$ cat config.mk
export PLATFORM = sky130hd
export DESIGN_NAME = seq_detect_scheduler_flat
export DESIGN_NICKNAME = d
export VERILOG_FILES = /design/src/rtl/seq_detect_scheduler_pkg.sv /design/src/rtl/seq_detect_scheduler_if.sv /design/src/rtl/seq_detect_scheduler_core.sv /design/src/rtl/seq_detect_scheduler.sv /design/src/flat_wrapper.sv
export SDC_FILE = /design/constraint.sdc
export NUM_CORES = 1
export LEC_CHECK = 0
export ABC_AREA = 1
export BUFFER_PORTS_ARGS = -buffer_cell sky130_fd_sc_hd__buf_2
export CAP_MARGIN = 15
export CORE_ASPECT_RATIO = 0.8
export CORE_MARGIN = 2
export CORE_UTILIZATION = 45
export DETAILED_ROUTE_END_ITERATION = 8
export PLACE_DENSITY = 0.7
export SLEW_MARGIN = 40
export SYNTH_ARGS = -nofsm -noshare
export SYNTH_HDL_FRONTEND = slang
export SYNTH_SLANG_ARGS = --single-unit
$ cat constraint.sdc
create_clock -name clk -period 1.6 [get_ports clk]
set_input_delay 0.4 -clock clk [delete_from_list [all_inputs] [get_ports clk]]
set_output_delay 0.4 -clock clk [all_outputs]
set_load 0.01 [all_outputs]
$ cat src/rtl/seq_detect_scheduler_pkg.sv
// Shared definitions for the sequence-detector scheduler: FSM state
// encoding, default detector constants and the arbitration helper.
package seq_detect_scheduler_pkg;

  typedef enum logic [1:0] {
    ST_IDLE   = 2'd0,
    ST_CLEAR  = 2'd1,
    ST_SHIFT  = 2'd2,
    ST_REPORT = 2'd3
  } state_t;

  localparam int         DEF_WORD_W  = 8;
  localparam int         DEF_PAT_LEN = 4;
  localparam logic [3:0] DEF_PATTERN = 4'b1101;
  localparam int         DEF_CNT_W   = 4;

  // Winner among the two requesters: a lone requester always wins, a tie
  // goes to the requester that was not served last.
  function automatic logic pick_id(input logic v0, input logic v1, input logic last_id);
    if (v0 && v1) begin
      return ~last_id;
    end else if (v1) begin
      return 1'b1;
    end else begin
      return 1'b0;
    end
  endfunction

endpackage

$ cat src/rtl/seq_detect_scheduler_if.sv
// Requester handshakes, status and result signals of the scheduler.
// master = requester/consumer side, slave = scheduler side.
interface seq_detect_scheduler_if
  import seq_detect_scheduler_pkg::*;
#(
  parameter int WORD_W = DEF_WORD_W,
  parameter int CNT_W  = DEF_CNT_W
);

  logic              req0_valid;
  logic [WORD_W-1:0] req0_word;
  logic              req0_ready;
  logic              req1_valid;
  logic [WORD_W-1:0] req1_word;
  logic              req1_ready;
  logic              busy;
  logic              grant_id;
  logic              det_j;
  logic              det_w;
  logic              done_valid;
  logic              done_id;
  logic [CNT_W-1:0]  done_hits;

  modport master (
    output req0_valid, req0_word, req1_valid, req1_word,
    input  req0_ready, req1_ready, busy, grant_id, det_j, det_w,
           done_valid, done_id, done_hits
  );

  modport slave (
    input  req0_valid, req0_word, req1_valid, req1_word,
    output req0_ready, req1_ready, busy, grant_id, det_j, det_w,
           done_valid, done_id, done_hits
  );

endinterface

$ cat src/rtl/seq_detect_scheduler_core.sv
// Serial pattern detector: keeps the last PAT_LEN-1 input bits and flags
// (Mealy) when they, followed by the current bit, equal PATTERN.
module seq_detect_core
  import seq_detect_scheduler_pkg::*;
#(
  parameter int                 PAT_LEN = DEF_PAT_LEN,
  parameter logic [PAT_LEN-1:0] PATTERN = DEF_PATTERN
) (
  input  logic clk,
  input  logic rst,
  input  logic clr,
  input  logic j,
  output logic w
);

  localparam int HIST_W = PAT_LEN - 1;

  logic [HIST_W-1:0] hist_reg;
  logic [HIST_W-1:0] hist_next;

  // Bit 0 takes the newest input; older bits move up. clr empties history
  // so a match can never straddle two words.
  for (genvar gi = 0; gi < HIST_W; gi++) begin : g_hist
    if (gi == 0) begin : g_first
      assign hist_next[gi] = clr ? 1'b0 : j;
    end else begin : g_rest
      assign hist_next[gi] = clr ? 1'b0 : hist_reg[gi-1];
    end
  end

  // History register, zero after reset.
  always_ff @(posedge clk or negedge rst) begin
    if (!rst) begin
      hist_reg <= '0;
    end else begin
      hist_reg <= hist_next;
    end
  end

  assign w = ({hist_reg, j} == PATTERN);

endmodule

$ cat src/rtl/seq_detect_scheduler.sv
// Shares one serial sequence detector between two word requesters:
// round-robin accept, clear, shift MSB-first, report the hit count.
module seq_detect_scheduler
  import seq_detect_scheduler_pkg::*;
#(
  parameter int                 WORD_W  = DEF_WORD_W,
  parameter int                 PAT_LEN = DEF_PAT_LEN,
  parameter logic [PAT_LEN-1:0] PATTERN = DEF_PATTERN,
  parameter int                 CNT_W   = DEF_CNT_W
) (
  input  logic                   clk,
  input  logic                   rst,
  seq_detect_scheduler_if.slave  bus
);

  localparam int              BIT_W    = (WORD_W > 1) ? $clog2(WORD_W) : 1;
  localparam logic [BIT_W-1:0] LAST_BIT = BIT_W'(WORD_W - 1);

  state_t            state_reg, state_next;
  logic              last_id_reg, last_id_next;
  logic              grant_id_reg, grant_id_next;
  logic [WORD_W-1:0] word_reg, word_next;
  logic [BIT_W-1:0]  bit_cnt_reg, bit_cnt_next;
  logic [CNT_W-1:0]  hits_reg, hits_next;

  logic win_id;
  logic ready0;
  logic ready1;
  logic det_clr;
  logic in_shift;
  logic det_j;
  logic core_w;
  logic det_w;

  assign in_shift = (state_reg == ST_SHIFT);
  assign det_j    = in_shift & word_reg[WORD_W-1];
  assign det_w    = in_shift & core_w;

  seq_detect_core #(
    .PAT_LEN (PAT_LEN),
    .PATTERN (PATTERN)
  ) u_core (
    .clk (clk),
    .rst (rst),
    .clr (det_clr),
    .j   (det_j),
    .w   (core_w)
  );

  // State and datapath registers; last_id starts at 1 so req0 wins the first tie.
  always_ff @(posedge clk or negedge rst) begin
    if (!rst) begin
      state_reg    <= ST_IDLE;
      last_id_reg  <= 1'b1;
      grant_id_reg <= 1'b0;
      word_reg     <= '0;
      bit_cnt_reg  <= '0;
      hits_reg     <= '0;
    end else begin
      state_reg    <= state_next;
      last_id_reg  <= last_id_next;
      grant_id_reg <= grant_id_next;
      word_reg     <= word_next;
      bit_cnt_reg  <= bit_cnt_next;
      hits_reg     <= hits_next;
    end
  end

  // Next-state logic, arbitration and serial datapath control.
  always_comb begin
    state_next    = state_reg;
    last_id_next  = last_id_reg;
    grant_id_next = grant_id_reg;
    word_next     = word_reg;
    bit_cnt_next  = bit_cnt_reg;
    hits_next     = hits_reg;
    ready0        = 1'b0;
    ready1        = 1'b0;
    det_clr       = 1'b0;
    win_id        = pick_id(bus.req0_valid, bus.req1_valid, last_id_reg);

    case (state_reg)
      ST_IDLE: begin
        if (bus.req0_valid || bus.req1_valid) begin
          ready0        = ~win_id;
          ready1        = win_id;
          word_next     = win_id ? bus.req1_word : bus.req0_word;
          grant_id_next = win_id;
          last_id_next  = win_id;
          state_next    = ST_CLEAR;
        end
      end
      ST_CLEAR: begin
        det_clr      = 1'b1;
        hits_next    = '0;
        bit_cnt_next = '0;
        state_next   = ST_SHIFT;
      end
      ST_SHIFT: begin
        word_next    = {word_reg[WORD_W-2:0], 1'b0};
        bit_cnt_next = bit_cnt_reg + BIT_W'(1);
        if (det_w) begin
          hits_next = hits_reg + CNT_W'(1);
        end
        if (bit_cnt_reg == LAST_BIT) begin
          state_next = ST_REPORT;
        end
      end
      ST_REPORT: begin
        state_next = ST_IDLE;
      end
      default: begin
        state_next = ST_IDLE;
      end
    endcase
  end

  // Ready is masked while reset is held so every output reads 0 in reset.
  assign bus.req0_ready = ready0 & rst;
  assign bus.req1_ready = ready1 & rst;
  assign bus.busy       = (state_reg != ST_IDLE);
  assign bus.grant_id   = grant_id_reg;
  assign bus.det_j      = det_j;
  assign bus.det_w      = det_w;
  assign bus.done_valid = (state_reg == ST_REPORT);
  assign bus.done_id    = (state_reg == ST_REPORT) & grant_id_reg;
  assign bus.done_hits  = (state_reg == ST_REPORT) ? hits_reg : '0;

endmodule
$ cat src/flat_wrapper.sv
// flat-port wrapper written by rule: the top's interface ports become plain ports
module seq_detect_scheduler_flat import seq_detect_scheduler_pkg::*;
#(
  parameter int                 WORD_W  = DEF_WORD_W,
  parameter int                 PAT_LEN = DEF_PAT_LEN,
  parameter logic [PAT_LEN-1:0] PATTERN = DEF_PATTERN,
  parameter int                 CNT_W   = DEF_CNT_W
)
  (clk, rst, bus_req0_valid, bus_req0_word, bus_req1_valid, bus_req1_word, bus_req0_ready, bus_req1_ready, bus_busy, bus_grant_id, bus_det_j, bus_det_w, bus_done_valid, bus_done_id, bus_done_hits);
  seq_detect_scheduler_if #(.WORD_W(WORD_W), .CNT_W(CNT_W)) bus_i ();
  input  logic clk;
  input  logic rst;
  input wire logic [$bits(bus_i.req0_valid)-1:0] bus_req0_valid;
  input wire logic [$bits(bus_i.req0_word)-1:0] bus_req0_word;
  input wire logic [$bits(bus_i.req1_valid)-1:0] bus_req1_valid;
  input wire logic [$bits(bus_i.req1_word)-1:0] bus_req1_word;
  output wire logic [$bits(bus_i.req0_ready)-1:0] bus_req0_ready;
  output wire logic [$bits(bus_i.req1_ready)-1:0] bus_req1_ready;
  output wire logic [$bits(bus_i.busy)-1:0] bus_busy;
  output wire logic [$bits(bus_i.grant_id)-1:0] bus_grant_id;
  output wire logic [$bits(bus_i.det_j)-1:0] bus_det_j;
  output wire logic [$bits(bus_i.det_w)-1:0] bus_det_w;
  output wire logic [$bits(bus_i.done_valid)-1:0] bus_done_valid;
  output wire logic [$bits(bus_i.done_id)-1:0] bus_done_id;
  output wire logic [$bits(bus_i.done_hits)-1:0] bus_done_hits;
  assign bus_i.req0_valid = bus_req0_valid;
  assign bus_i.req0_word = bus_req0_word;
  assign bus_i.req1_valid = bus_req1_valid;
  assign bus_i.req1_word = bus_req1_word;
  assign bus_req0_ready = bus_i.req0_ready;
  assign bus_req1_ready = bus_i.req1_ready;
  assign bus_busy = bus_i.busy;
  assign bus_grant_id = bus_i.grant_id;
  assign bus_det_j = bus_i.det_j;
  assign bus_det_w = bus_i.det_w;
  assign bus_done_valid = bus_i.done_valid;
  assign bus_done_id = bus_i.done_id;
  assign bus_done_hits = bus_i.done_hits;
  seq_detect_scheduler #(.WORD_W(WORD_W), .PAT_LEN(PAT_LEN), .PATTERN(PATTERN), .CNT_W(CNT_W)) u_core (.clk(clk), .rst(rst), .bus(bus_i));
endmodule
==> report_table.html, run 1 <==
<table>
<tr><th>Metric</th><th>Value</th></tr>
<tr><th colspan="2">STA</th></tr>
<tr><td>Number of setup violations in the final report</td><td>11</td></tr>
<tr><td>Maximum frequency from static timing analysis</td><td>571 MHz</td></tr>
<tr><td>Final worst path period share</td><td>109%</td></tr>
<tr><td>RSZ-0062 raised after global routing</td><td>yes</td></tr>
<tr><td>Post-Route Skew</td><td>3.51 ps</td></tr>
<tr><td>Slew at the pin closest to its max-slew limit</td><td>295 ps</td></tr>
<tr><td>Final hold viol count</td><td>0</td></tr>
<tr><td>Time the worst path needs with I/O delays and setup</td><td>1750 ps</td></tr>
<tr><td>Relative max-transition margin</td><td>80.4%</td></tr>
<tr><td>Worst Setup Slack, final</td><td>-150 ps</td></tr>
<tr><td>Final max-slew violation count</td><td>0</td></tr>
<tr><th colspan="2">Routing</th></tr>
<tr><td>Mean routed wirelength per cell</td><td>11.4 um</td></tr>
<tr><td>Initial drt markers</td><td>34</td></tr>
<tr><td>Vias per cell</td><td>4.68</td></tr>
<tr><td>1st-pass router iterations</td><td>4</td></tr>
<tr><td>DRC Markers</td><td>0</td></tr>
<tr><td>Detail Route Antenna Nets</td><td>0</td></tr>
<tr><td>Wire length after detailed routing</td><td>2900 um</td></tr>
<tr><td>Total number of vias</td><td>1188</td></tr>
<tr><th colspan="2">Place</th></tr>
<tr><td>PortBufs</td><td>31</td></tr>
<tr><td>DP Worst Slack</td><td>13.6 ps</td></tr>
<tr><td>Placed wire-length estimate</td><td>2080 um</td></tr>
<tr><td>RePlAce Congestion</td><td>0.806</td></tr>
<tr><td>Inst Count DP</td><td>238</td></tr>
<tr><td>Cell Area, Placed</td><td>1490 um^2</td></tr>
<tr><th colspan="2">Floorplan</th></tr>
<tr><td>Num ports</td><td>32</td></tr>
<tr><td>Die Area</td><td>3240 um^2</td></tr>
<tr><td># rows</td><td>17</td></tr>
<tr><td>Height of the die</td><td>51.3 um</td></tr>
<tr><td>Die extent in x</td><td>63.1 um</td></tr>
<tr><td>Area of the core</td><td>2700 um^2</td></tr>
<tr><td>Starting utilization of the core area</td><td>46.6%</td></tr>
<tr><th colspan="2">Layout</th></tr>
<tr><td>Number of cells in the finished layout apart from fillers</td><td>254</td></tr>
<tr><td>Antenna fix cells</td><td>0</td></tr>
<tr><td>Finished layout cell area</td><td>1770 um^2</td></tr>
<tr><td>Number of nets in the final layout</td><td>245</td></tr>
<tr><td>Fin util</td><td>65.5%</td></tr>
<tr><td>Multi-input gate area in the final layout</td><td>711 um^2</td></tr>
<tr><td>Area Growth Syn to Fin</td><td>40.7%</td></tr>
<tr><td>Fill cell count</td><td>237</td></tr>
<tr><td>Max reg flops</td><td>8</td></tr>
<tr><td>Register cell area after layout</td><td>553 um^2</td></tr>
<tr><td>Layout cells sized above 1</td><td>38.9%</td></tr>
<tr><th colspan="2">Power and ir drop</th></tr>
<tr><td>Sum of internal, switching and leakage power</td><td>2.87 mW</td></tr>
<tr><td>PD cells</td><td>1620 nW/um^2</td></tr>
<tr><td>Combinational Power Share</td><td>54.1%</td></tr>
<tr><td>Share of total power in sequential cells</td><td>31.3%</td></tr>
<tr><td>Sw power</td><td>1.15 mW</td></tr>
<tr><td>Leakage power of the design</td><td>0.990 nW</td></tr>
<tr><td>Clock network power share</td><td>14.7%</td></tr>
<tr><td>Internal power component</td><td>1.72 mW</td></tr>
<tr><td>Switch share</td><td>40.2%</td></tr>
<tr><td>Highest ir drop seen on vdd</td><td>0.821 mV</td></tr>
<tr><th colspan="2">GRT</th></tr>
<tr><td>Initial antenna violation count</td><td>0</td></tr>
<tr><td>Grt ovf</td><td>0</td></tr>
<tr><td>Pin count of the biggest net entering global routing</td><td>23</td></tr>
<tr><td>Wire length of the first global-routing pass</td><td>4750 um</td></tr>
<tr><td>Total routing usage reported by global routing</td><td>19.2%</td></tr>
<tr><td>Vias in the first global route</td><td>1086</td></tr>
<tr><th colspan="2">Synthesis</th></tr>
<tr><td>Share of synthesized area occupied by flip-flops and latches</td><td>43.8%</td></tr>
<tr><td>#FFs+latches synth</td><td>22</td></tr>
<tr><td>Post-Syn Area</td><td>1260 um^2</td></tr>
<tr><td>Post-synthesis area per instance</td><td>7.63 um^2</td></tr>
<tr><td>Gate count of the mapped netlist</td><td>165</td></tr>
<tr><td>Syn Nets</td><td>193</td></tr>
<tr><td>Synth warnings</td><td>0</td></tr>
<tr><td>Post-synth cell types</td><td>23</td></tr>
<tr><th colspan="2">Critical path</th></tr>
<tr><td>Reg2reg end</td><td>u_core.word_reg[5]</td></tr>
<tr><td>Critical Path Fanout Max</td><td>3</td></tr>
<tr><td>CP endpoint kind</td><td>output pin</td></tr>
<tr><td>Sort of element at the start of the critical path</td><td>flop</td></tr>
<tr><td>Critical path data required time</td><td>1200 ps</td></tr>
<tr><td>Worst reg-to-reg setup slack</td><td>140 ps</td></tr>
<tr><td>Crit path DAT</td><td>1350 ps</td></tr>
<tr><td>Beginning of the worst register-to-register path</td><td>u_core.state_reg[1]</td></tr>
<tr><td>Worst Path Class, Setup</td><td>flop to output pin</td></tr>
<tr><td>Logic depth of the worst register-to-register path</td><td>8</td></tr>
<tr><th colspan="2">Clock network</th></tr>
<tr><td>Number of hold-repair buffers added at the cts stage</td><td>0</td></tr>
<tr><td>H-tree levels</td><td>1</td></tr>
<tr><td>Number of buffers on the longest clock path</td><td>2</td></tr>
<tr><td>Root buffer cell</td><td>clkbuf_4</td></tr>
<tr><td>Num CTS Buffers</td><td>3</td></tr>
<tr><td>TritonCTS clock tree</td><td>yes</td></tr>
<tr><td>Number of clock sinks seen by CTS</td><td>22</td></tr>
<tr><td>Clock network latency to the later pin of the worst-skew pair</td><td>300 ps</td></tr>
<tr><td>Clock-pin slew reported for the worst setup and hold paths after clock tree synthesis</td><td>120 ps</td></tr>
<tr><th colspan="2">Status</th></tr>
<tr><td>Result of the run</td><td>finished, violations left</td></tr>
<tr><td>Failing checks</td><td>negative setup slack</td></tr>
<tr><th colspan="2">Hold path</th></tr>
<tr><td>Type of the tightest min-delay check</td><td>input pin to asynchronous set/reset pin</td></tr>
<tr><th colspan="2">Job</th></tr>
<tr><td>Max-cap viol count</td><td>0</td></tr>
</table>
-- layer usage --
metal	track usage [%]	wire length, um	vias to the layer above
met4	5.19	17	0
met1	24.3	1320	545
met2	33.3	1460	25
met3	4.19	95	2
met5	0	0	-
li1	-	-	616
-- power by group through the flow --
stage,logic [mW],registers (mW),clock network (mW)
floorplan,0.757,0.866,0
detailed placement,1.08,0.894,0
global placement,1.03,0.879,0
global route,1.71,0.918,0.462
CTS,1.33,0.888,0.438
finish,1.55,0.898,0.421
-- worst max-delay path, stage by stage (launching register included) --
cell     delay (ps)
dfrtp_2         460
inv_2           100
ha_4            160
o21ai_2          60
nor3_1          110
buf_2           150
-- worst max-delay path by stage --
| stage | slack [ps] | startpoint | end | cells after the start |
|---|---|---|---|---|
| 2_1_floorplan | 30 | u_core.state_reg[0] | bus_req0_ready | 4 |
| 3_3_place_gp | 100 | u_core.state_reg[0] | bus_det_w | 7 |
| 3_5_place_dp | 10 | u_core.state_reg[0] | bus_det_w | 7 |
| 4_1_cts | -140 | u_core.state_reg[1] | bus_done_hits[1] | 5 |
| 5_1_grt | -250 | u_core.state_reg[0] | bus_det_w | 7 |
| 6_report | -150 | u_core.state_reg[1] | bus_req0_ready | 5 |
-- through the flow --
step	setup TNS, ps	hold slack [ps]
after floorplan	0	104
after global placement	0	420
after detailed placement	0	433
after CTS	-1270	79.2
after global routing	-1930	76.4
final	-1080	80.8
-- cells in the final DEF (no fill, tap or decap), types with 3 or more instances in the layout --
cell      netlist  layout
clkbuf_4        0       3
buf_6           0       9
nand2_1        75      68
dfrtp_1        21      20
nand3_1        15      15
nand2_2         2       8
ha_1            8       5
buf_2           0      24
inv_2           3       8
inv_1          15       8
buf_4           1      15
nor2_1          8       8
ha_4            0       3
-- cells in the mapped netlist --
master   number  share of area [%]
inv_2         3               0.89
buf_4         1               0.60
o21ai_0       2               0.80
o21ai_2       2                1.4
nor2_4        1               0.89
a21oi_1       2               0.80
o21ai_1       1               0.40
nor3_1        1               0.40
a21oi_2       1               0.70
inv_1        15                4.5
a21oi_4       1                1.3
xnor2_1       1               0.70
nor2_1        8                2.4
or2_0         1               0.50
nand2_2       2               0.99
nand2_1      75                 22
nor2_2        1               0.50
dfstp_2       1                2.1
ha_1          8                8.0
nand4_4       1                1.7
dfrtp_1      21                 42
nand4_1       1               0.50
nand3_1      15                6.0
-- final cells by class --
type / count / share of cell area [%]
multi-input cells: 124 / 40.1
clock inverters: 1 / 1.70
repair buffers: 48 / 18.9
well taps: 38 / 2.69
inverters: 18 / 4.10
clock buffers: 3 / 1.27
flip-flops and latches: 22 / 31.2
-- what timing repair did --
item,4_1_cts,5_1_grt
setup endpoints to repair,11,23
setup buffers,9,4
cloned,0,0
resized for setup,13,24
pin swaps,1,2
-- cells by family (layout without fill, tap and decap cells) --
family          after synthesis  in the layout  share of synthesized area [%]
compound gates                9              9                           5.37
xor+xnor                      1              1                          0.696
buf+inv                      19             70                           5.96
fa+ha+maj                     8              8                           7.95
simple gates                106            106                           36.2
flops                        22             22                           43.8
(Power assumes the default switching activity.)
==> run 2, diff against run 1 <==
ABC_AREA = unset   (was 1)
==> report_table.html, run 2 <==
<table>
<tr><th>Metric</th><th>Value</th></tr>
<tr><th colspan="2">GRT</th></tr>
<tr><td>Wire length of the first global-routing pass</td><td>5180 um (+9.0%)</td></tr>
<tr><td>Initial antenna violation count</td><td>0 (unchanged)</td></tr>
<tr><td>Grt ovf</td><td>0 (unchanged)</td></tr>
<tr><td>Total routing usage reported by global routing</td><td>19.9% (+0.73 points)</td></tr>
<tr><td>Vias in the first global route</td><td>1180 (+8.7%)</td></tr>
<tr><td>Pin count of the biggest net entering global routing</td><td>23 (unchanged)</td></tr>
<tr><th colspan="2">Place</th></tr>
<tr><td>Placed wire-length estimate</td><td>2360 um (+14%)</td></tr>
<tr><td>RePlAce Congestion</td><td>0.776 (-3.7%)</td></tr>
<tr><td>PortBufs</td><td>31 (unchanged)</td></tr>
<tr><td>Cell Area, Placed</td><td>1620 um^2 (+8.5%)</td></tr>
<tr><th colspan="2">Floorplan</th></tr>
<tr><td>Die extent in x</td><td>65.8 um (+4.3%)</td></tr>
<tr><td>Height of the die</td><td>53.5 um (+4.2%)</td></tr>
<tr><td>Num ports</td><td>32 (unchanged)</td></tr>
<tr><td>Area of the core</td><td>2830 um^2 (+4.7%)</td></tr>
<tr><td>Starting utilization of the core area</td><td>48.7% (+2.1 points)</td></tr>
<tr><td># rows</td><td>17 (unchanged)</td></tr>
<tr><td>Die Area</td><td>3520 um^2 (+8.7%)</td></tr>
<tr><th colspan="2">STA</th></tr>
<tr><td>Worst Setup Slack, final</td><td>-95.5 ps (+54.7 ps)</td></tr>
<tr><td>Final hold viol count</td><td>0 (unchanged)</td></tr>
<tr><td>Post-Route Skew</td><td>4.38 ps (+0.868 ps)</td></tr>
<tr><td>Maximum frequency from static timing analysis</td><td>590 MHz (+3.2%)</td></tr>
<tr><td>Slew at the pin closest to its max-slew limit</td><td>301 ps (+6.24 ps)</td></tr>
<tr><td>Post-Route Setup TNS</td><td>-836 ps (+247 ps)</td></tr>
<tr><td>Number of setup violations in the final report</td><td>13 (+2)</td></tr>
<tr><td>Final max-slew violation count</td><td>0 (unchanged)</td></tr>
<tr><td>Relative max-transition margin</td><td>79.9% (-0.42 points)</td></tr>
<tr><td>RSZ-0062 raised after global routing</td><td>yes</td></tr>
<tr><td>Final worst path period share</td><td>106% (-3.4 points)</td></tr>
<tr><td>Time the worst path needs with I/O delays and setup</td><td>1700 ps (-54.7 ps)</td></tr>
<tr><th colspan="2">Critical path</th></tr>
<tr><td>Cell breakdown of the critical path</td><td>buf_6, ha_4, and2_4, buf_6</td></tr>
<tr><td>Worst Path Buf+Inv</td><td>2 (unchanged)</td></tr>
<tr><td>Reg2reg end</td><td>u_core.word_reg[1]</td></tr>
<tr><td>Critical path data required time</td><td>1200 ps (about the same)</td></tr>
<tr><td>Critical Path Fanout Max</td><td>6 (+3)</td></tr>
<tr><td>Critical path depth</td><td>4 (-1)</td></tr>
<tr><td>Crit path DAT</td><td>1300 ps (-50 ps)</td></tr>
<tr><td>Launching element of the worst setup path</td><td>u_core.state_reg[1]</td></tr>
<tr><td>Critical path capture point</td><td>bus_done_hits[2]</td></tr>
<tr><td>Critical-path cell with the highest stage delay</td><td>dfrtp_2</td></tr>
<tr><td>Worst reg-to-reg setup slack</td><td>-40 ps (-180 ps)</td></tr>
<tr><td>Logic depth of the worst register-to-register path</td><td>5 (-3)</td></tr>
<tr><td>Most common cell on crit path</td><td>buf_6</td></tr>
<tr><td>Sort of element at the start of the critical path</td><td>flop</td></tr>
<tr><td>CP endpoint kind</td><td>output pin</td></tr>
<tr><td>Critical Path Max Stage Delay</td><td>460 ps (about the same)</td></tr>
<tr><td>Worst Path Class, Setup</td><td>flop to output pin</td></tr>
<tr><td>Beginning of the worst register-to-register path</td><td>u_core.state_reg[1]</td></tr>
<tr><td>Kind of cell adding the most delay to the critical path</td><td>flip-flops</td></tr>
<tr><th colspan="2">Synthesis</th></tr>
<tr><td>Cell accounting for the most synthesized area</td><td>dfrtp_1</td></tr>
<tr><td>Main area contributors after synthesis</td><td>dfrtp_1 (38%), ha_1 (7.3%), mux2i_1 (7.3%)</td></tr>
<tr><td>Synth warnings</td><td>0 (unchanged)</td></tr>
<tr><td>Ys async rst share</td><td>100% (unchanged)</td></tr>
<tr><td>Post-Syn Area</td><td>1380 um^2 (+9.3%)</td></tr>
<tr><td>Commonest register cell after synthesis</td><td>dfrtp_1</td></tr>
<tr><td>Post-synth cell types</td><td>38 (+65%)</td></tr>
<tr><td>Share of synthesized area occupied by flip-flops and latches</td><td>40.1% (-3.7 points)</td></tr>
<tr><td>Post-synthesis area per instance</td><td>10.1 um^2 (+33%)</td></tr>
<tr><td>Gate count of the mapped netlist</td><td>136 (-18%)</td></tr>
<tr><td>Number of flops mapped to enable cells by yosys</td><td>0 (unchanged)</td></tr>
<tr><td>#FFs+latches synth</td><td>22 (unchanged)</td></tr>
<tr><td>Syn Nets</td><td>164 (-15%)</td></tr>
<tr><td>Most frequent cell after synthesis</td><td>nand2_1</td></tr>
<tr><td>Cell types with the highest counts after synthesis</td><td>nand2_1 (23), dfrtp_1 (21), mux2i_1 (10), inv_1 (9)</td></tr>
<tr><td>Share of Yosys cell area claimed by the top area cell type</td><td>38.2% (-3.6 points)</td></tr>
<tr><th colspan="2">Layout</th></tr>
<tr><td>Fill cell count</td><td>220 (-7.2%)</td></tr>
<tr><td>Antenna fix cells</td><td>0 (unchanged)</td></tr>
<tr><td>Max reg flops</td><td>8 (unchanged)</td></tr>
<tr><td>Commonest cells after routing, fill and taps aside</td><td>buf_2 (23), nand2_1 (21), dfrtp_1 (20)</td></tr>
<tr><td>Layout cells sized above 1</td><td>51.1% (+12 points)</td></tr>
<tr><td>Most common library cell in the layout ignoring fill and taps</td><td>buf_2</td></tr>
<tr><td>Area Growth Syn to Fin</td><td>39.3%</td></tr>
<tr><td>Fin util</td><td>67.8% (+2.2 points)</td></tr>
<tr><td>Number of nets in the final layout</td><td>213 (-13%)</td></tr>
<tr><td>Finished layout cell area</td><td>1920 um^2 (+8.3%)</td></tr>
<tr><th colspan="2">Routing</th></tr>
<tr><td>1st-pass router iterations</td><td>4 (unchanged)</td></tr>
<tr><td>Vias per cell</td><td>5.45 (+17%)</td></tr>
<tr><td>DR WL met2</td><td>1650 um (+13%)</td></tr>
<tr><td>Detail Route Antenna Nets</td><td>0 (unchanged)</td></tr>
<tr><td>Wire length after detailed routing</td><td>3340 um (+15%)</td></tr>
<tr><td>Initial drt markers</td><td>34 (unchanged)</td></tr>
<tr><td>Post-route met1 wirelength</td><td>1510 um (+14%)</td></tr>
<tr><td>DRC Markers</td><td>0 (unchanged)</td></tr>
<tr><td>Routed wl met3</td><td>145 um (+53%)</td></tr>
<tr><td>Total number of vias</td><td>1211 (+1.9%)</td></tr>
<tr><td>Highest routed layer</td><td>met4</td></tr>
<tr><td>Mean routed wirelength per cell</td><td>15.1 um (+32%)</td></tr>
<tr><th colspan="2">Clock network</th></tr>
<tr><td>Root buffer cell</td><td>clkbuf_8</td></tr>
<tr><td>Clock network latency to the later pin of the worst-skew pair</td><td>260 ps (-40 ps)</td></tr>
<tr><td>Number of clock sinks seen by CTS</td><td>22 (unchanged)</td></tr>
<tr><td>Number of hold-repair buffers added at the cts stage</td><td>0 (unchanged)</td></tr>
<tr><td>TritonCTS clock tree</td><td>yes</td></tr>
<tr><td>Clock-pin slew reported for the worst setup and hold paths after clock tree synthesis</td><td>80 ps (-40 ps)</td></tr>
<tr><td>H-tree levels</td><td>1 (unchanged)</td></tr>
<tr><td>Num CTS Buffers</td><td>3 (unchanged)</td></tr>
<tr><td>Number of buffers on the longest clock path</td><td>2 (unchanged)</td></tr>
<tr><th colspan="2">Power and ir drop</th></tr>
<tr><td>Switch share</td><td>38.6% (-1.5 points)</td></tr>
<tr><td>Share of total power in sequential cells</td><td>29.8% (-1.5 points)</td></tr>
<tr><td>Combinational Power Share</td><td>59.7% (+5.6 points)</td></tr>
<tr><td>Highest ir drop seen on vdd</td><td>0.890 mV (+8.4%)</td></tr>
<tr><td>PD cells</td><td>1740 nW/um^2 (+7.2%)</td></tr>
<tr><td>Internal power component</td><td>2.05 mW (+19%)</td></tr>
<tr><td>Sw power</td><td>1.29 mW (+12%)</td></tr>
<tr><td>Leakage power of the design</td><td>0.895 nW (-9.6%)</td></tr>
<tr><td>Clock network power share</td><td>10.5% (-4.2 points)</td></tr>
<tr><th colspan="2">Hold path</th></tr>
<tr><td>Type of the tightest min-delay check</td><td>input pin to asynchronous set/reset pin</td></tr>
<tr><th colspan="2">Job</th></tr>
<tr><td>Max-cap viol count</td><td>0 (unchanged)</td></tr>
<tr><th colspan="2">Status</th></tr>
<tr><td>Failing checks</td><td>negative setup slack</td></tr>
<tr><td>Result of the run</td><td>finished, violations left</td></tr>
</table>
## run 2: cell count changes after synthesis, moves of 3 or more
cell / change
mux2_2: +8
inv_1: -6
nand3_1: -10
and2_1: +7
mux2i_1: +10
nand2_1: -52
nor2_1: -5
buf_6: +3
o2111ai_1: +6
inv_2: -3
## run 2: worst reg2reg max path, cell delays in order (launching register included)
cell       delay (ps)
dfrtp_2           460
ha_4              200
buf_6             120
buf_6             120
or3_4             450
o2111ai_2         220
## run 2: layer usage
metal / vias up / GRT usage [%]
met2: 37 / 33.7
met4: 0 / 6.60
met1: 591 / 24.9
li1: 575 / -
met5: - / 0
met3: 8 / 4.89
## run 2: cells by family (layout without fill, tap and decap cells)
family / after synthesis / after routing / share of synthesized area (%)
DFF: 22 / 22 / 40.1
AOI/OAI and AO/OA: 24 / 24 / 12.7
muxes: 18 / 18 / 13.8
adders and majority gates: 8 / 8 / 7.27
and+or+nand+nor: 48 / 48 / 19.3
buffers and inverters: 16 / 64 / 6.82
## run 2: cell type report
class	instances	area, um^2	area share (%)
well taps	38	47.5	2.48
inverters	10	42.5	2.22
multi-input cells	98	855	44.6
flip-flops and latches	22	553	28.9
repair buffers	50	374	19.5
clock buffers	4	45.0	2.35
## run 2: per-stage QoR
| step | setup WS (ps) | cells | total power [mW] | hold WS [ps] |
|---|---|---|---|---|
| after CTS | -106 | 220 | 3.20 | 190 |
| after global placement | 27.9 | 211 | 2.33 | 462 |
| after floorplan | 21.3 | 136 | 1.98 | 104 |
| after global routing | -166 | 222 | 3.55 | 197 |
| after detailed placement | -38.8 | 211 | 2.41 | 462 |
| final | -95.5 | 222 | 3.34 | 178 |
## run 2: worst min path at each step
| stage | endpoint | start | depth (start not counted) | slack [ps] |
|---|---|---|---|---|
| 2_1_floorplan | u_core.bit_cnt_reg[0] | rst | 0 | 100 |
| 3_3_place_gp | u_core.bit_cnt_reg[2] | rst | 2 | 460 |
| 3_5_place_dp | u_core.hits_reg[2] | rst | 2 | 460 |
| 4_1_cts | u_core.hits_reg[2] | rst | 2 | 190 |
| 5_1_grt | u_core.hits_reg[2] | rst | 2 | 200 |
| 6_report | u_core.u_core.hist_reg[1] | rst | 2 | 180 |
## run 2: repair_timing
item / 4_1_cts / 5_1_grt
setup buffers: 5 / 2
pin swaps: 13 / 7
hold endpoints to repair: 0 / 0
resized for setup: 31 / 15
setup endpoints to repair: 19 / 20
## run 2: power by group through the flow
stage               combinational [mW]  clock [mW]  sequential (mW)
CTS                               1.86       0.358            0.980
global route                      2.15       0.385             1.02
floorplan                         1.05           0            0.928
finish                            1.99       0.350            0.995
global placement                  1.38           0            0.953
detailed placement                1.44           0            0.972
==> run 3, diff against run 2 <==
CAP_MARGIN = unset   (was 15)
RECOVER_POWER = 50   (was unset)
==> report_table.html, run 3 (synthesis gave the netlist of run 2 again) <==
<table>
<tr><th>Metric</th><th>Value</th></tr>
<tr><th colspan="2">Status</th></tr>
<tr><td>Result of the run</td><td>finished, violations left</td></tr>
<tr><td>Failing checks</td><td>negative setup slack</td></tr>
<tr><th colspan="2">STA</th></tr>
<tr><td>Final max-slew violation count</td><td>0 (unchanged)</td></tr>
<tr><td>Maximum frequency from static timing analysis</td><td>590 MHz (about the same)</td></tr>
<tr><td>Number of setup violations in the final report</td><td>13 (unchanged)</td></tr>
<tr><td>Slew at the pin closest to its max-slew limit</td><td>1170 ps (+864 ps)</td></tr>
<tr><td>Worst Setup Slack, final</td><td>-95.4 ps (+0.105 ps)</td></tr>
<tr><td>RSZ-0062 raised after global routing</td><td>yes</td></tr>
<tr><td>Time the worst path needs with I/O delays and setup</td><td>1700 ps (-0.105 ps)</td></tr>
<tr><td>Final hold viol count</td><td>0 (unchanged)</td></tr>
<tr><td>Post-Route Skew</td><td>4.39 ps (+0.00968 ps)</td></tr>
<tr><td>Relative max-transition margin</td><td>22.3% (-58 points)</td></tr>
<tr><td>Final worst path period share</td><td>106% (about the same)</td></tr>
<tr><th colspan="2">Power and ir drop</th></tr>
<tr><td>Leakage power of the design</td><td>0.888 nW (-0.71%)</td></tr>
<tr><td>PD cells</td><td>1740 nW/um^2 (+0.19%)</td></tr>
<tr><td>Highest ir drop seen on vdd</td><td>0.890 mV (about the same)</td></tr>
<tr><td>Sum of internal, switching and leakage power</td><td>3.33 mW (about the same)</td></tr>
<tr><th colspan="2">Critical path</th></tr>
<tr><td>Critical path capture point</td><td>bus_done_hits[2]</td></tr>
<tr><td>Worst reg-to-reg setup slack</td><td>-40 ps (about the same)</td></tr>
<tr><td>Critical Path Fanout Max</td><td>6 (unchanged)</td></tr>
<tr><td>Crit path DAT</td><td>1300 ps (about the same)</td></tr>
<tr><td>Launching element of the worst setup path</td><td>u_core.state_reg[1]</td></tr>
<tr><td>CP endpoint kind</td><td>output pin</td></tr>
<tr><td>Worst Path Class, Setup</td><td>flop to output pin</td></tr>
<tr><td>Sort of element at the start of the critical path</td><td>flop</td></tr>
<tr><td>Critical path data required time</td><td>1200 ps (about the same)</td></tr>
<tr><td>Logic depth of the worst register-to-register path</td><td>5 (unchanged)</td></tr>
<tr><td>Reg2reg end</td><td>u_core.word_reg[1]</td></tr>
<tr><td>Beginning of the worst register-to-register path</td><td>u_core.state_reg[1]</td></tr>
<tr><th colspan="2">Hold path</th></tr>
<tr><td>Type of the tightest min-delay check</td><td>input pin to flop</td></tr>
<tr><th colspan="2">Routing</th></tr>
<tr><td>Mean routed wirelength per cell</td><td>15.1 um (about the same)</td></tr>
<tr><td>Wire length after detailed routing</td><td>3340 um (about the same)</td></tr>
<tr><td>DRC Markers</td><td>0 (unchanged)</td></tr>
<tr><td>Initial drt markers</td><td>33 (-2.9%)</td></tr>
<tr><td>1st-pass router iterations</td><td>4 (unchanged)</td></tr>
<tr><td>Detail Route Antenna Nets</td><td>0 (unchanged)</td></tr>
<tr><td>Total number of vias</td><td>1213 (+0.17%)</td></tr>
<tr><td>Vias per cell</td><td>5.46 (+0.17%)</td></tr>
<tr><th colspan="2">Floorplan</th></tr>
<tr><td>Die Area</td><td>3520 um^2 (unchanged)</td></tr>
<tr><td>Num ports</td><td>32 (unchanged)</td></tr>
<tr><td>Area of the core</td><td>2830 um^2 (unchanged)</td></tr>
<tr><td>Starting utilization of the core area</td><td>48.7% (unchanged)</td></tr>
<tr><td># rows</td><td>17 (unchanged)</td></tr>
<tr><td>Height of the die</td><td>53.5 um (unchanged)</td></tr>
<tr><td>Die extent in x</td><td>65.8 um (unchanged)</td></tr>
<tr><th colspan="2">Layout</th></tr>
<tr><td>Finished layout cell area</td><td>1910 um^2 (-0.26%)</td></tr>
<tr><td>Fill cell count</td><td>223 (+1.4%)</td></tr>
<tr><td>Area Growth Syn to Fin</td><td>38.9%</td></tr>
<tr><td>Number of cells in the finished layout apart from fillers</td><td>222 (unchanged)</td></tr>
<tr><td>Register cell area after layout</td><td>553 um^2 (unchanged)</td></tr>
<tr><td>Multi-input gate area in the final layout</td><td>855 um^2 (unchanged)</td></tr>
<tr><td>Commonest cells after routing, fill and taps aside</td><td>buf_2 (22), nand2_1 (21), dfrtp_1 (20)</td></tr>
<tr><td>Max reg flops</td><td>8 (unchanged)</td></tr>
<tr><td>Number of nets in the final layout</td><td>213 (unchanged)</td></tr>
<tr><td>Most common library cell in the layout ignoring fill and taps</td><td>buf_2</td></tr>
<tr><td>Antenna fix cells</td><td>0 (unchanged)</td></tr>
<tr><td>Layout cells sized above 1</td><td>50.0% (-1.1 points)</td></tr>
<tr><th colspan="2">Clock network</th></tr>
<tr><td>Number of buffers on the longest clock path</td><td>2 (unchanged)</td></tr>
<tr><td>H-tree levels</td><td>1 (unchanged)</td></tr>
<tr><td>TritonCTS clock tree</td><td>yes</td></tr>
<tr><td>Clock-pin slew reported for the worst setup and hold paths after clock tree synthesis</td><td>80 ps (about the same)</td></tr>
<tr><td>Number of clock sinks seen by CTS</td><td>22 (unchanged)</td></tr>
<tr><td>Root buffer cell</td><td>clkbuf_8</td></tr>
<tr><td>Clock network latency to the later pin of the worst-skew pair</td><td>260 ps (about the same)</td></tr>
<tr><td>Num CTS Buffers</td><td>3 (unchanged)</td></tr>
<tr><th colspan="2">Place</th></tr>
<tr><td>Placed wire-length estimate</td><td>2360 um (unchanged)</td></tr>
<tr><td>DP Worst Slack</td><td>-38.8 ps (unchanged)</td></tr>
<tr><td>Inst Count DP</td><td>211 (unchanged)</td></tr>
<tr><td>RePlAce Congestion</td><td>0.776 (unchanged)</td></tr>
<tr><td>PortBufs</td><td>31 (unchanged)</td></tr>
<tr><td>Cell Area, Placed</td><td>1620 um^2 (unchanged)</td></tr>
<tr><th colspan="2">GRT</th></tr>
<tr><td>Wire length of the first global-routing pass</td><td>5180 um (unchanged)</td></tr>
<tr><td>Pin count of the biggest net entering global routing</td><td>23 (unchanged)</td></tr>
<tr><td>Vias in the first global route</td><td>1180 (unchanged)</td></tr>
<tr><td>Grt ovf</td><td>0 (unchanged)</td></tr>
<tr><td>Initial antenna violation count</td><td>0 (unchanged)</td></tr>
<tr><td>Total routing usage reported by global routing</td><td>19.9% (unchanged)</td></tr>
<tr><th colspan="2">Job</th></tr>
<tr><td>Max-cap viol count</td><td>0 (unchanged)</td></tr>
</table>
==> run 3: worst min-delay path by stage <==
| stage | start | to | slack [ps] | cells past startpoint |
|---|---|---|---|---|
| 2_1_floorplan | rst | u_core.bit_cnt_reg[0] | 100 | 0 |
| 3_3_place_gp | rst | u_core.bit_cnt_reg[2] | 460 | 2 |
| 3_5_place_dp | rst | u_core.hits_reg[2] | 460 | 2 |
| 4_1_cts | rst | u_core.hits_reg[2] | 190 | 2 |
| 5_1_grt | bus_req0_valid | u_core.last_id_reg | 450 | 2 |
| 6_report | bus_req0_valid | u_core.last_id_reg | 440 | 2 |
==> run 3: layout make-up <==
| class | count | share of cell area, % |
|---|---|---|
| Clock buffer | 4 | 2.36 |
| Inverter | 10 | 2.23 |
| Multi-Input combinational cell | 98 | 44.7 |
| Sequential cell | 22 | 28.9 |
| Tap cell | 38 | 2.49 |
| Timing Repair Buffer | 50 | 19.3 |
==> run 3: power breakdown <==
part,internal [mW],switching [mW]
Combinational,1.09,0.895
Clock,0.178,0.173
Sequential,0.774,0.221
Total,2.05,1.29
==> run 3: worst max-delay path: stages (launching register included) <==
cell,delay (ps)
dfrtp_2,460
buf_6,140
ha_4,170
and2_4,160
buf_6,110
==> run 3: per-layer routing <==
| metal | global-route usage (%) | wire [um] | up-vias | share of wire, % |
|---|---|---|---|---|
| met5 | 0 | 0 | - | 0 |
| li1 | - | - | 575 | - |
| met4 | 6.60 | 44 | 0 | 1.3 |
| met1 | 24.9 | 1510 | 593 | 45 |
| met3 | 4.89 | 145 | 8 | 4.3 |
| met2 | 33.7 | 1650 | 37 | 49 |
==> run 3: stage by stage <==
stage | utilization (%) | TNS [ps] | hold slack (ps)
2_1_floorplan | - | 0 | 104
3_3_place_gp | 57.2 | 0 | 462
3_5_place_dp | 57.2 | -126 | 462
4_1_cts | 65.2 | -817 | 190
5_1_grt | 67.6 | -1740 | 454
6_report | 67.6 | -836 | 438
==> run 3: what timing repair did <==
action / 4_1_cts / 5_1_grt
buffers inserted: 5 / 2
setup endpoints to repair: 19 / 20
hold buffers: 0 / 0
pin swaps: 13 / 7
gates resized for setup: 31 / 15
